===== src/rtl/core6_oci_trace_pkg.sv =====
// Shared constants and types for the Core6 OCI DCT trace packer.
package core6_oci_trace_pkg;

  localparam int DCT_SLOTS = 15;
  localparam int CNT_W     = 4;
  localparam int BUF_W     = 2 * DCT_SLOTS;
  localparam int FRAME_W   = 2 + CNT_W + BUF_W;

  localparam logic [1:0] DCT_NT  = 2'b01;
  localparam logic [1:0] DCT_TK  = 2'b10;
  localparam logic [1:0] DCT_IND = 2'b11;

  localparam logic [1:0] FRM_FULL  = 2'b01;
  localparam logic [1:0] FRM_FLUSH = 2'b10;

  localparam int FRM_BUF_LSB  = 0;
  localparam int FRM_CNT_LSB  = BUF_W;
  localparam int FRM_TYPE_LSB = BUF_W + CNT_W;

  typedef enum logic {
    ST_FILL = 1'b0,
    ST_FULL = 1'b1
  } dct_state_t;

endpackage


===== src/rtl/core6_cpu_1_oci_dct_packer_if.sv =====
// Valid/ready trace-frame channel from the DCT packer to the trace FIFO.
interface core6_cpu_1_oci_dct_packer_if #(
  parameter int FRAME_W = core6_oci_trace_pkg::FRAME_W
);
  logic               frame_valid;
  logic               frame_ready;
  logic [FRAME_W-1:0] frame_data;

  modport master (output frame_valid, output frame_data, input frame_ready);
  modport slave  (input frame_valid, input frame_data, output frame_ready);
endinterface


===== src/rtl/core6_oci_frame_reg.sv =====
// One-entry valid/ready holding register; data only changes when the slot is free.
module core6_oci_frame_reg #(
  parameter int W = 36
) (
  input  logic         clk,
  input  logic         reset,
  input  logic         load,
  input  logic [W-1:0] load_data,
  input  logic         ready,
  output logic         valid,
  output logic [W-1:0] data,
  output logic         free
);

  assign free = !valid || ready;

  always_ff @(posedge clk or posedge reset) begin
    if (reset) begin
      valid <= 1'b0;
      data  <= '0;
    end else if (load) begin
      valid <= 1'b1;
      data  <= load_data;
    end else if (ready) begin
      valid <= 1'b0;
    end
  end

endmodule


===== src/rtl/core6_cpu_1_oci_dct_packer.sv =====
// Packs 2-bit DCT outcome codes into slot buffers and launches full/flush trace frames.
// Build option CORE6_DCT_DROP_CNT_EN adds a saturating drop_cnt output.
//
// state   | meaning
// --------+-------------------------------------------
// ST_FILL | accepting codes, count 0..DCT_SLOTS-1
// ST_FULL | count == DCT_SLOTS, waiting for frame slot
module core6_cpu_1_oci_dct_packer
  import core6_oci_trace_pkg::*;
#(
  parameter int DCT_SLOTS = core6_oci_trace_pkg::DCT_SLOTS
) (
  input  logic                              clk,
  input  logic                              reset,
  input  logic                              trace_en,
  input  logic                              dct_valid,
  input  logic [1:0]                        dct_code,
  input  logic                              flush,
  core6_cpu_1_oci_dct_packer_if.master      frame,
  output logic [2*DCT_SLOTS-1:0]            dct_buffer,
  output logic [$clog2(DCT_SLOTS+1)-1:0]    dct_count,
  output logic                              overflow
`ifdef CORE6_DCT_DROP_CNT_EN
  ,
  output logic [7:0]                        drop_cnt
`endif
);

  localparam int BUF_BITS   = 2 * DCT_SLOTS;
  localparam int CNT_BITS   = $clog2(DCT_SLOTS + 1);
  localparam int FRAME_BITS = 2 + CNT_BITS + BUF_BITS;
  localparam logic [CNT_BITS-1:0] CNT_MAX = CNT_BITS'(DCT_SLOTS);

  dct_state_t            state;
  logic                  flush_pend;
  logic                  slot_free;
  logic                  legal;
  logic                  stalled;
  logic                  accept;
  logic                  drop;
  logic                  launch_full;
  logic                  launch_flush;
  logic                  launch;
  logic [1:0]            frm_type;
  logic [FRAME_BITS-1:0] frame_n;
  logic [BUF_BITS-1:0]   buf_n;
  logic [CNT_BITS-1:0]   cnt_n;

  assign legal        = trace_en && dct_valid && (dct_code != 2'b00);
  assign stalled      = (state == ST_FULL) && !slot_free;
  assign accept       = legal && !stalled;
  assign drop         = legal && stalled;
  assign launch_full  = (state == ST_FULL) && slot_free;
  assign launch_flush = flush_pend && (dct_count != '0) && slot_free;
  assign launch       = launch_full || launch_flush;
  assign frm_type     = launch_full ? FRM_FULL : FRM_FLUSH;
  assign frame_n      = {frm_type, dct_count, dct_buffer};

  // A launch empties the buffer first, so a same-cycle code lands in slot 0.
  always_comb begin
    buf_n = launch ? '0 : dct_buffer;
    cnt_n = launch ? '0 : dct_count;
    if (accept) begin
      for (int k = 0; k < DCT_SLOTS; k++) begin
        if (cnt_n == CNT_BITS'(k)) buf_n[2*k +: 2] = dct_code;
      end
      cnt_n = cnt_n + CNT_BITS'(1);
    end
  end

  always_ff @(posedge clk or posedge reset) begin
    if (reset) begin
      state      <= ST_FILL;
      dct_buffer <= '0;
      dct_count  <= '0;
      flush_pend <= 1'b0;
    end else begin
      dct_buffer <= buf_n;
      dct_count  <= cnt_n;
      // A flush that would leave nothing to emit is dropped immediately.
      flush_pend <= (flush || (flush_pend && !launch)) && (cnt_n != '0);
      case (state)
        ST_FILL: if (cnt_n == CNT_MAX) state <= ST_FULL;
        ST_FULL: if (launch) state <= (cnt_n == CNT_MAX) ? ST_FULL : ST_FILL;
        default: state <= ST_FILL;
      endcase
    end
  end

  core6_oci_frame_reg #(.W(FRAME_BITS)) u_frame_reg (
    .clk       (clk),
    .reset     (reset),
    .load      (launch),
    .load_data (frame_n),
    .ready     (frame.frame_ready),
    .valid     (frame.frame_valid),
    .data      (frame.frame_data),
    .free      (slot_free)
  );

`ifdef CORE6_DCT_DROP_CNT_EN
  always_ff @(posedge clk or posedge reset) begin
    if (reset) drop_cnt <= 8'd0;
    else if (drop && (drop_cnt != 8'hFF)) drop_cnt <= drop_cnt + 8'd1;
  end

  assign overflow = (drop_cnt != 8'd0);
`else
  always_ff @(posedge clk or posedge reset) begin
    if (reset) overflow <= 1'b0;
    else if (drop) overflow <= 1'b1;
  end
`endif

endmodule

===== src/flat_wrapper.sv =====
// flat-port wrapper written by rule: the top's interface ports become plain ports
module core6_cpu_1_oci_dct_packer_flat import core6_oci_trace_pkg::*;
#(
  parameter int DCT_SLOTS = core6_oci_trace_pkg::DCT_SLOTS
)
  (clk, reset, trace_en, dct_valid, dct_code, flush, dct_buffer, dct_count, overflow, frame_frame_valid, frame_frame_data, frame_frame_ready);
  core6_cpu_1_oci_dct_packer_if frame_i ();
  input  logic clk;
  input  logic reset;
  input  logic trace_en;
  input  logic dct_valid;
  input  logic [1:0] dct_code;
  input  logic flush;
  output logic [2*DCT_SLOTS-1:0] dct_buffer;
  output logic [$clog2(DCT_SLOTS+1)-1:0] dct_count;
  output logic overflow;
  output wire logic [$bits(frame_i.frame_valid)-1:0] frame_frame_valid;
  output wire logic [$bits(frame_i.frame_data)-1:0] frame_frame_data;
  input wire logic [$bits(frame_i.frame_ready)-1:0] frame_frame_ready;
  assign frame_frame_valid = frame_i.frame_valid;
  assign frame_frame_data = frame_i.frame_data;
  assign frame_i.frame_ready = frame_frame_ready;
  core6_cpu_1_oci_dct_packer #(.DCT_SLOTS(DCT_SLOTS)) u_core (.clk(clk), .reset(reset), .trace_en(trace_en), .dct_valid(dct_valid), .dct_code(dct_code), .flush(flush), .frame(frame_i), .dct_buffer(dct_buffer), .dct_count(dct_count), .overflow(overflow));
endmodule

===== config.mk =====
export PLATFORM = sky130hd
export DESIGN_NAME = core6_cpu_1_oci_dct_packer_flat
export DESIGN_NICKNAME = d
export VERILOG_FILES = /design/src/rtl/core6_oci_trace_pkg.sv /design/src/rtl/core6_cpu_1_oci_dct_packer_if.sv /design/src/rtl/core6_oci_frame_reg.sv /design/src/rtl/core6_cpu_1_oci_dct_packer.sv /design/src/flat_wrapper.sv
export SDC_FILE = /design/constraint.sdc
export NUM_CORES = 1
export LEC_CHECK = 0
export CORE_ASPECT_RATIO = 0.7
export CORE_MARGIN = 10
export CORE_UTILIZATION = 45
export DETAILED_ROUTE_END_ITERATION = 12
export PLACE_DENSITY = 0.76
export SETUP_SLACK_MARGIN = 0.4
export SLEW_MARGIN = 20
export SYNTH_ARGS = -nofsm -noshare
export SYNTH_HDL_FRONTEND = slang
export SYNTH_HIERARCHICAL = 1
export SYNTH_SLANG_ARGS = --single-unit

===== constraint.sdc =====
create_clock -name clk -period 2.2 [get_ports clk]
set_input_delay 0.22 -clock clk [delete_from_list [all_inputs] [get_ports clk]]
set_output_delay 0.22 -clock clk [all_outputs]
set_load 0.1 [all_outputs]

==> run metrics <==
status=finished, final reports clean; number of synthesized flops with an enable pin=0; worst-path cell chain=or4_4 > a21oi_4 > nand2_2 > inv_2 > ha_4 > or3_1 > o21ai_1 > a31o_2; Die Ht=92.2 um; Logic pwr share=56.0%; Fin Hold WS=0.211 ns; Max stage delay on crit path=0.56 ns; row count=26; Seq pwr share=27.2%; Fmax=480 MHz; Final Instance Count excl. Fillers=459; crit-path max FO=4; Layout Skew=0.00546 ns; CTS max path bufs=2; CTS tree=built; dpl hpwl=6130 um; Remaining DRCs=0; crit path time final=2.08 ns; max_cap viols=0; data arrival time of the critical path=2.38 ns; GR Overflow Total=0; #FFs+latches synth=74; vias=2390; Finished Core Util=63.4%; clock slew at reported path FFs=0.08 ns; Power Dens Cells=1400 nW/um2; Ys Warns=6; number of H-tree levels=3; TritonRoute pass-1 iters=4; Core Area=7250 um2; Multi-input gate area=1460 um2; GRT Util Overall=15.0%; layout cells sized above 1=49.3%; Register Area=1860 um2; final setup fails=0; Starting Density=46.2%; hold crit path type=input pin to async pin; syn nets=261; Clk network pwr share=16.8%; setup_tns=0 ns; critical path class=flop to flop; post-route cell area=4600 um2; # IOs=80; Final Cycle Share=94.8%; Via density=5.21; Clock Latency Late Sink=0.35 ns; Max VDD drop=0.00106 V; Antenna diodes=0; R2R Setup Slk=0.12 ns; Post-Place Cells=438; Net Sw Power=3.12 mW; final WL=8390 um; Buf/Inv on CP=1; Syn-to-layout area delta=37.3%; DRT antenna net count=0; share of the yosys chip area belonging to registers=55.3%; Inserted Clock Buffers=9; Iter 0 DRT Violations=165; clk sink count=74; port buffer count=79; Die X=123 um; Rel. slew slack=50.3%; Final Hold Vio Count=0; Distinct cells, synth=40; ys async rst share=100%; sw frac=48.6%; synthesized instance count=251; Slew @ Worst Pin=0.742 ns; largest net degree at the start of global routing=21; startpoint types=flop; Placed Area=4240 um2; full die area=11400 um2; synthesized area=3350 um2; max-slew violations=0; routed len/inst=18.3 um; syn avg cell area=13.3 um2; Lkg Pwr=2.42 nW; cell-internal power=3.30 mW; RSZ-0062 raised after global routing=true; Placer Congestion=0.889; initial antenna violation count=0; number of global-route vias before repair=2509; Synth Flop Type=dfrtp_1; crit-path leading delay family=simple AND/OR/NAND/NOR gates; first-pass GRT wire length=13400 um; critical path endpoint category=flop; Critical Path Slowest Stage Cell=or4_4; hold-fix buffers at CTS=0; root buffer cell=clkbuf_8; fin nets=366; worst endpoint required time=2.49 ns; Fill cells=549
-- per-stage QoR --
stage | worst slack, ns | total power [mW]
floorplan | -0.315 | 4.44
global placement | -0.0779 | 5.06
detailed placement | -0.166 | 5.10
CTS | 0.122 | 6.33
global route | 0.0183 | 6.69
finish | 0.115 | 6.42
-- area by class of cell --
type	count	share of cell area [%]
Sequential cell	74	40.5
Clock buffer	12	3.37
Timing Repair Buffer	109	20.0
Tap cell	98	2.67
Clock inverter	4	1.09
Multi-Input combinational cell	154	31.6
Inverter	8	0.707
-- power by group through the flow --
stage	Sequential (mW)	Clock, mW	Combinational (mW)
6_report	1.75	1.08	3.60
5_1_grt	1.77	1.17	3.75
4_1_cts	1.75	1.11	3.48
3_5_place_dp	1.77	0	3.33
3_3_place_gp	1.76	0	3.30
2_1_floorplan	3.29	0	1.15
-- timing repair --
item	in CTS	in global routing
endpoints found under the setup margin	65	70
gates cloned	1	0
pin swaps	1	7
gates resized for setup	9	12
buffers inserted	1	3
-- synthesized netlist by cell type, drive strengths merged (2+ instances only) --
cell	instances	area, um2
dfrtp	74	1850
mux2	36	514
nor2	27	101
mux2i	23	230
a22o	9	78.8
buf	9	108
nand4	9	56.3
inv	8	30.0
clkbuf	6	22.5
nand2	5	18.8
a21oi	4	31.3
nor2b	4	25.0
a31oi	3	18.8
and2	3	18.8
nand2b	3	18.8
nand3	3	15.0
o211a	3	30.0
o21ai	3	15.0
and4	2	17.5
ha	2	25.0
xnor2	2	17.5
-- cells by family (layout without fill, tap and decap cells) --
logic type                 Yosys count  in the layout  share of synthesized area, %
xor gates and xnor gates             2              2                         0.523
and+or+nand+nor                     60             60                          8.96
AOI/OAI and AO/OA                   31             31                          7.51
adders and majority gates            2              2                         0.747
muxes                               59             59                          22.2
DFF                                 74             74                          55.3
buffers and inverters               23            133                          4.78
-- final timing paths --
path	startpoint	endpoint	cells past startpoint
min in group clk	u_core/overflow	u_core/overflow	1
setup / recovery	u_core/dct_count[3]	u_core/state	8
hold / removal	reset	u_core/dct_buffer[4]	2
max in group asynchronous	reset	u_core/u_frame_reg/valid	3
hold reg to reg	u_core/overflow	u_core/overflow	1
setup reg to reg	u_core/dct_count[3]	u_core/state	8
-- sequential cells by signal (all words and copies together) (netlist names) --
signal                    flops
u_core/flush_pend             1
u_core/u_frame_reg/valid      1
u_core/dct_buffer            30
u_core/dct_count              4
u_core/overflow               1
u_core/u_frame_reg/data      36
u_core/state                  1
-- metal layers --
layer	share of wire (%)	vias to the layer above	global-route usage, %
li1	-	1106	-
met1	45	1191	19.7
met2	44	77	21.1
met3	8.8	16	6.25
met4	1.9	0	6.58
met5	0	-	0
-- layout by cell type, fill, tap and decap left out, types with 2 or more instances in the layout --
| master | instances |
|---|---|
| clkbuf_8 | 11 |
| dfrtp_1 | 69 |
| nor2_1 | 25 |
| nor2_2 | 2 |
| nor2b_1 | 4 |
| a21oi_2 | 2 |
| a22o_1 | 9 |
| nand2_1 | 4 |
| mux2_4 | 29 |
| mux2i_1 | 23 |
| clkinvlp_4 | 2 |
| buf_12 | 4 |
| inv_1 | 5 |
| dfrtp_2 | 3 |
| mux2_2 | 7 |
| a31oi_4 | 3 |
| and2_1 | 3 |
| xnor2_1 | 2 |
| nand3_1 | 3 |
| nand2b_2 | 2 |
| buf_4 | 94 |
| clkdlybuf4s50_1 | 7 |
| ha_4 | 2 |
| nand4_1 | 9 |
| and4_1 | 2 |
| o21ai_1 | 2 |
| dfrtp_4 | 2 |
| o211a_1 | 3 |
| buf_6 | 3 |
Note: power is estimated with default switching activity, not from simulation.
